`config.mk`:
```
export PLATFORM = sky130hd
export DESIGN_NAME = wb_stage_ls
export DESIGN_NICKNAME = d
export VERILOG_FILES = /design/src/rtl/wb_stage_ls.sv
export SDC_FILE = /design/constraint.sdc
export NUM_CORES = 1
export LEC_CHECK = 0
export ABC_AREA = 1
export CAP_MARGIN = 15
export CORE_UTILIZATION = 49
export CTS_BUF_LIST = sky130_fd_sc_hd__clkbuf_8 sky130_fd_sc_hd__clkbuf_16
export DETAILED_ROUTE_END_ITERATION = 8
export GPL_ROUTABILITY_DRIVEN = 0
export PLACE_DENSITY = 0.87
export RECOVER_POWER = 25
export SLEW_MARGIN = 30
export SYNTH_ARGS = -nofsm -noshare
export SYNTH_HDL_FRONTEND = slang
export SYNTH_SLANG_ARGS = --single-unit
```
`constraint.sdc`:
```
create_clock -name clk -period 3.35 [get_ports clk]
set_input_delay 0.67 -clock clk [delete_from_list [all_inputs] [get_ports clk]]
set_output_delay 0.67 -clock clk [all_outputs]
set_load 0.005 [all_outputs]
```
`src/rtl/wb_stage_ls.sv`:
```
// wb_stage_ls: registered writeback stage with sub-word load extraction,
// sign/zero extension, a valid/ready memory handshake, stall output and
// a load timeout.
// Optional statistics counters are enabled by defining WB_STATS_EN.
module wb_stage_ls #(
  parameter int N       = 32,
  parameter int DEST_W  = 4,
  parameter int OFF_W   = $clog2(N/8),
  parameter int TIMEOUT = 64,
  parameter int CNT_W   = 16
) (
  input  logic              clk,
  input  logic              rst,
  input  logic              in_valid,
  output logic              in_ready,
  input  logic [N-1:0]      alu_res,
  input  logic              mem_r_en,
  input  logic              wb_en,
  input  logic [DEST_W-1:0] wb_dest,
  input  logic [1:0]        ld_size,
  input  logic              ld_signed,
  input  logic [OFF_W-1:0]  byte_off,
  input  logic [N-1:0]      mem_rdata,
  input  logic              mem_rvalid,
  output logic              stall,
  output logic              wb_en_out,
  output logic [DEST_W-1:0] wb_dest_out,
  output logic [N-1:0]      wb_value_out,
  output logic              ld_err
`ifdef WB_STATS_EN
  ,
  output logic [CNT_W-1:0]  retire_cnt,
  output logic [CNT_W-1:0]  load_cnt,
  output logic [CNT_W-1:0]  timeout_cnt
`endif
);

  // The timeout counter only has to count up to TIMEOUT-1.
  localparam int TMO_W = (TIMEOUT > 1) ? $clog2(TIMEOUT) : 1;
  localparam logic [TMO_W-1:0] TMO_LAST = TMO_W'((TIMEOUT > 0) ? TIMEOUT - 1 : 0);

  typedef enum logic [0:0] {IDLE, WAIT_MEM} state_t;

  state_t              state, state_nxt;
  logic                accept, load_done, expire;
  logic [TMO_W-1:0]    tmo_cnt;
  logic                cap_wb_en;
  logic [DEST_W-1:0]   cap_dest;
  logic [1:0]          cap_size;
  logic                cap_signed;
  logic [OFF_W-1:0]    cap_off;
  logic [OFF_W-1:0]    lane_off;
  logic [N-1:0]        shifted, mask, ld_value;
  logic                sign_bit;

  assign in_ready = (state == IDLE);
  assign stall    = (state == WAIT_MEM);

  // State register.
  always_ff @(posedge clk or negedge rst) begin
    if (!rst) state <= IDLE;
    else      state <= state_nxt;
  end

  // Next state and the accept / load-complete / timeout events.
  always_comb begin
    state_nxt = state;
    accept    = 1'b0;
    load_done = 1'b0;
    expire    = 1'b0;
    case (state)
      IDLE: begin
        if (in_valid) begin
          accept = 1'b1;
          if (mem_r_en) state_nxt = WAIT_MEM;
        end
      end
      WAIT_MEM: begin
        if (mem_rvalid) begin
          load_done = 1'b1;
          state_nxt = IDLE;
        end else if ((TIMEOUT != 0) && (tmo_cnt == TMO_LAST)) begin
          expire    = 1'b1;
          state_nxt = IDLE;
        end
      end
      default: state_nxt = IDLE;
    endcase
  end

  // Lane selection and extension; sub-word offsets are forced aligned.
  always_comb begin
    lane_off = '0;
    mask     = '1;
    sign_bit = 1'b0;
    case (cap_size)
      2'b00: lane_off = cap_off;
      2'b01: lane_off = cap_off & ~OFF_W'(1);
      2'b10: lane_off = cap_off & ~OFF_W'(3);
      default: lane_off = '0;
    endcase
    shifted = mem_rdata >> {lane_off, 3'b000};
    case (cap_size)
      2'b00: begin mask = N'(8'hFF);         sign_bit = shifted[7];  end
      2'b01: begin mask = N'(16'hFFFF);      sign_bit = shifted[15]; end
      2'b10: begin mask = N'(32'hFFFF_FFFF); sign_bit = shifted[31]; end
      default: begin mask = '1;              sign_bit = 1'b0;        end
    endcase
    ld_value = (shifted & mask) | ((cap_signed && sign_bit) ? ~mask : '0);
  end

  // Capture load attributes at accept and run the timeout counter.
  always_ff @(posedge clk or negedge rst) begin
    if (!rst) begin
      cap_wb_en  <= 1'b0;
      cap_dest   <= '0;
      cap_size   <= '0;
      cap_signed <= 1'b0;
      cap_off    <= '0;
      tmo_cnt    <= '0;
    end else begin
      if (accept && mem_r_en) begin
        cap_wb_en  <= wb_en;
        cap_dest   <= wb_dest;
        cap_size   <= ld_size;
        cap_signed <= ld_signed;
        cap_off    <= byte_off;
        tmo_cnt    <= '0;
      end else if (state == WAIT_MEM && !mem_rvalid && !expire) begin
        tmo_cnt <= tmo_cnt + 1'b1;
      end
    end
  end

  // Registered writeback strobe, destination, value and error pulse.
  always_ff @(posedge clk or negedge rst) begin
    if (!rst) begin
      wb_en_out    <= 1'b0;
      wb_dest_out  <= '0;
      wb_value_out <= '0;
      ld_err       <= 1'b0;
    end else begin
      ld_err <= expire;
      if (accept && !mem_r_en) begin
        wb_en_out    <= wb_en;
        wb_dest_out  <= wb_dest;
        wb_value_out <= alu_res;
      end else if (load_done) begin
        wb_en_out    <= cap_wb_en;
        wb_dest_out  <= cap_dest;
        wb_value_out <= ld_value;
      end else begin
        wb_en_out <= 1'b0;
      end
    end
  end

`ifdef WB_STATS_EN
  // Saturating retirement, load and timeout statistics.
  always_ff @(posedge clk or negedge rst) begin
    if (!rst) begin
      retire_cnt  <= '0;
      load_cnt    <= '0;
      timeout_cnt <= '0;
    end else begin
      if (((accept && !mem_r_en) || load_done || expire) && (retire_cnt != '1))
        retire_cnt <= retire_cnt + 1'b1;
      if (load_done && (load_cnt != '1))
        load_cnt <= load_cnt + 1'b1;
      if (expire && (timeout_cnt != '1))
        timeout_cnt <= timeout_cnt + 1'b1;
    end
  end
`endif

endmodule

```
==> flow_metrics.env <==
export IMPL_final_nets=666
export IMPL_worst_path_largest_cell_delay_ns=0.60
export IMPL_layout_common_cells="174 x nand2_1, 117 x clkdlybuf4s50_1, 63 x inv_1, 57 x o21ai_0, 55 x dfrtp_1"
export IMPL_worst_hold_path_type="flop to flop"
export IMPL_die_area_sq_um=7010
export IMPL_r2r_slack_ns=0.93
export IMPL_worstSetupStartpoint="cap_size[1]"
export IMPL_arrival_ns=2.65
export IMPL_seq_area_frac_synth=0.420
export IMPL_avgSynthCellArea_sq_um=6.85
export IMPL_setup_tns_ns=0
export IMPL_htree_levels=2
export IMPL_grt_pass1_wl_um=16000
export IMPL_ant_nets=0
export IMPL_area_growth_syn_to_layout_pct=40.0
export IMPL_path_class="flop to flop"
export IMPL_fin_worst_skew_ns=0.0109
export IMPL_worstSetupStartpointType="flop"
export IMPL_drive_above_1_share=0.0545
export IMPL_die_w_um=83.7
export IMPL_io_pins=119
export IMPL_outcome="complete, no violations"
export IMPL_ir_worst_vdd_uv=316
export IMPL_syn_nets=558
export IMPL_whs_ns=0.486
export IMPL_finalHoldViolCount=0
export IMPL_worstMarginPinSlew_ns=1.48
export IMPL_grt_busiest_layer="met2"
export IMPL_clk_pin_slew_ns=0.11
export IMPL_route_detailed_drc=0
export IMPL_grt_use_met1=0.376
export IMPL_clk_latency_ns=0.33
export IMPL_p_leak_nw=2.37
export IMPL_path_max_fanout=37
export IMPL_detail_route_wl_per_cell_um=14.5
export IMPL_crit_chain="nor2_4, nand2_4, inv_1, nor2_2, nand2_1, a21oi_1, nor2_1, nand2_1, nand2_1, nand2_1"
export IMPL_cts_sinks=55
export IMPL_end_kind="flop"
export IMPL_initial_core_util=0.513
export IMPL_netlist_area_sq_um=3270
export IMPL_period_share=0.723
export IMPL_use_met2=0.488
export IMPL_antenna_cells=0
export IMPL_cts_hold_buf=0
export IMPL_cts_resized=0
export IMPL_drtPass1Iterations=5
export IMPL_grt_pass1_vias=3323
export IMPL_hp_start="wb_dest_out[0]"
export IMPL_final_cell_count_no_fill=664
export IMPL_max_freq_mhz=413
export IMPL_period_minus_slack_ns=2.42
export IMPL_tritoncts="built"
export IMPL_root_buffer="clkbuf_8"
export IMPL_critPathSlowestCell="dfrtp_1"
export IMPL_setup_violations=0
export IMPL_r2r_start="cap_size[1]"
export IMPL_core_sq_um=6390
export IMPL_placed_cells=656
export IMPL_cts_made_buffers=5
export IMPL_mostFrequentLayoutCell="nand2_1"
export IMPL_via_per_inst=5.31
export IMPL_portBuffers=118
export IMPL_path_common_cell="nand2_1"
export IMPL_power_density_nw_per_um2=494
export IMPL_maxSlewViolCount=0
export IMPL_final_core_util=0.717
export IMPL_rsz0062_at_grt="no"
export IMPL_wl_um=9660
export IMPL_ys_types=30
export IMPL_required_ns=3.57
export IMPL_post_cts_buffers=0
export IMPL_p_total_w=0.00226
export IMPL_grt_usage=0.287
export IMPL_maxSlewHeadroom=0.0158
export IMPL_placementRows=29
export IMPL_ys_warn_count=0
export IMPL_die_h_um=83.7
export IMPL_grt_max_degree=47
export IMPL_via_count=3526
export IMPL_dp_final_hpwl_um=7100
export IMPL_globalRouteMet3Util=0.0475
export IMPL_grt_ovfl_total=0
export IMPL_ys_ff_latch=55
export IMPL_clockBufferDepth=2
export IMPL_grt_antenna_before_repair=0
export IMPL_drtIter0Drc=407
export IMPL_max_cap_viol_count=0
export IMPL_synth_cells=478
critical path, delay by kind of cell, from the launching register on:
kind | cells | cell delay, ns
buf+inv | 1 | 0.37
simple gates | 8 | 1.27
compound gates | 1 | 0.06
flops | 1 | 0.60
kinds of logic (layout without fill, tap and decap cells):
| logic type | after synthesis | count (layout) | synth area share |
|---|---|---|---|
| AND/OR/NAND/NOR | 234 | 234 | 0.296 |
| AO/OA/AOI/OAI | 93 | 93 | 0.153 |
| buffers and inverters | 90 | 199 | 0.110 |
| flip-flops | 55 | 55 | 0.420 |
| multiplexers | 5 | 5 | 0.0172 |
| adder cells (fa/ha/maj) | 1 | 1 | 0.00382 |
report_power, final:
part | internal (W) | switching, W
Combinational | 0.000486 | 0.000433
Sequential | 0.000828 | 0.000112
Clock | 0.000156 | 0.000247
path summary, 6_finish.rpt:
check / cells after the start / endpoint
setup / recovery: 10 / wb_value_out[12]
hold / removal: 2 / wb_dest_out[0]
setup reg to reg: 10 / wb_value_out[12]
hold reg to reg: 2 / wb_dest_out[0]
max in group asynchronous: 2 / wb_value_out[1]
min in group asynchronous: 1 / wb_value_out[19]
cells in the mapped netlist, drive strengths merged:
master,count,area share
nand4,2,0.0038
o211a,1,0.0031
clkbuf,11,0.013
clkinv,2,0.0023
ha,1,0.0038
mux2,5,0.017
a21oi,16,0.024
nor3,3,0.0046
o21ai,63,0.096
o22ai,2,0.0038
buf,12,0.020
or2,6,0.011
inv,65,0.075
a22oi,4,0.0092
dfrtp,55,0.42
nand2,175,0.20
nor2,25,0.035
o211ai,7,0.016
nand3,23,0.038
metal layers:
| layer | wire length (um) | vias to the layer above |
|---|---|---|
| met3 | 737 | 17 |
| met2 | 4680 | 158 |
| met5 | 0 | - |
| met1 | 4080 | 1636 |
| li1 | - | 1715 |
| met4 | 166 | 0 |
registers in the layout (all words and copies together) (netlist names):
name / cells
wb_dest_out: 4
cap_off: 2
ld_err: 1
cap_wb_en: 1
stall: 1
tmo_cnt: 6
wb_value_out: 32
cap_signed: 1
cap_size: 2
wb_en_out: 1
cap_dest: 4
cell type report:
cell class,instances,area (sq um)
flip-flops and latches,55,1380
clock buffers,5,68.8
repair buffers,124,1220
inverters,67,251
clock inverters,3,28.8
fillers,524,1800
well taps,77,96.3
multi-input cells,333,1540
through the flow:
| stage | cell area [sq um] | worst slack (ns) |
|---|---|---|
| after floorplan | 3270 | 1.65 |
| after global placement | 4490 | 1.04 |
| after detailed placement | 4490 | 0.940 |
| after CTS | 4590 | 0.973 |
| after global routing | 4580 | 0.682 |
| final | 4580 | 0.927 |
Power figures use the tool's default switching activity.
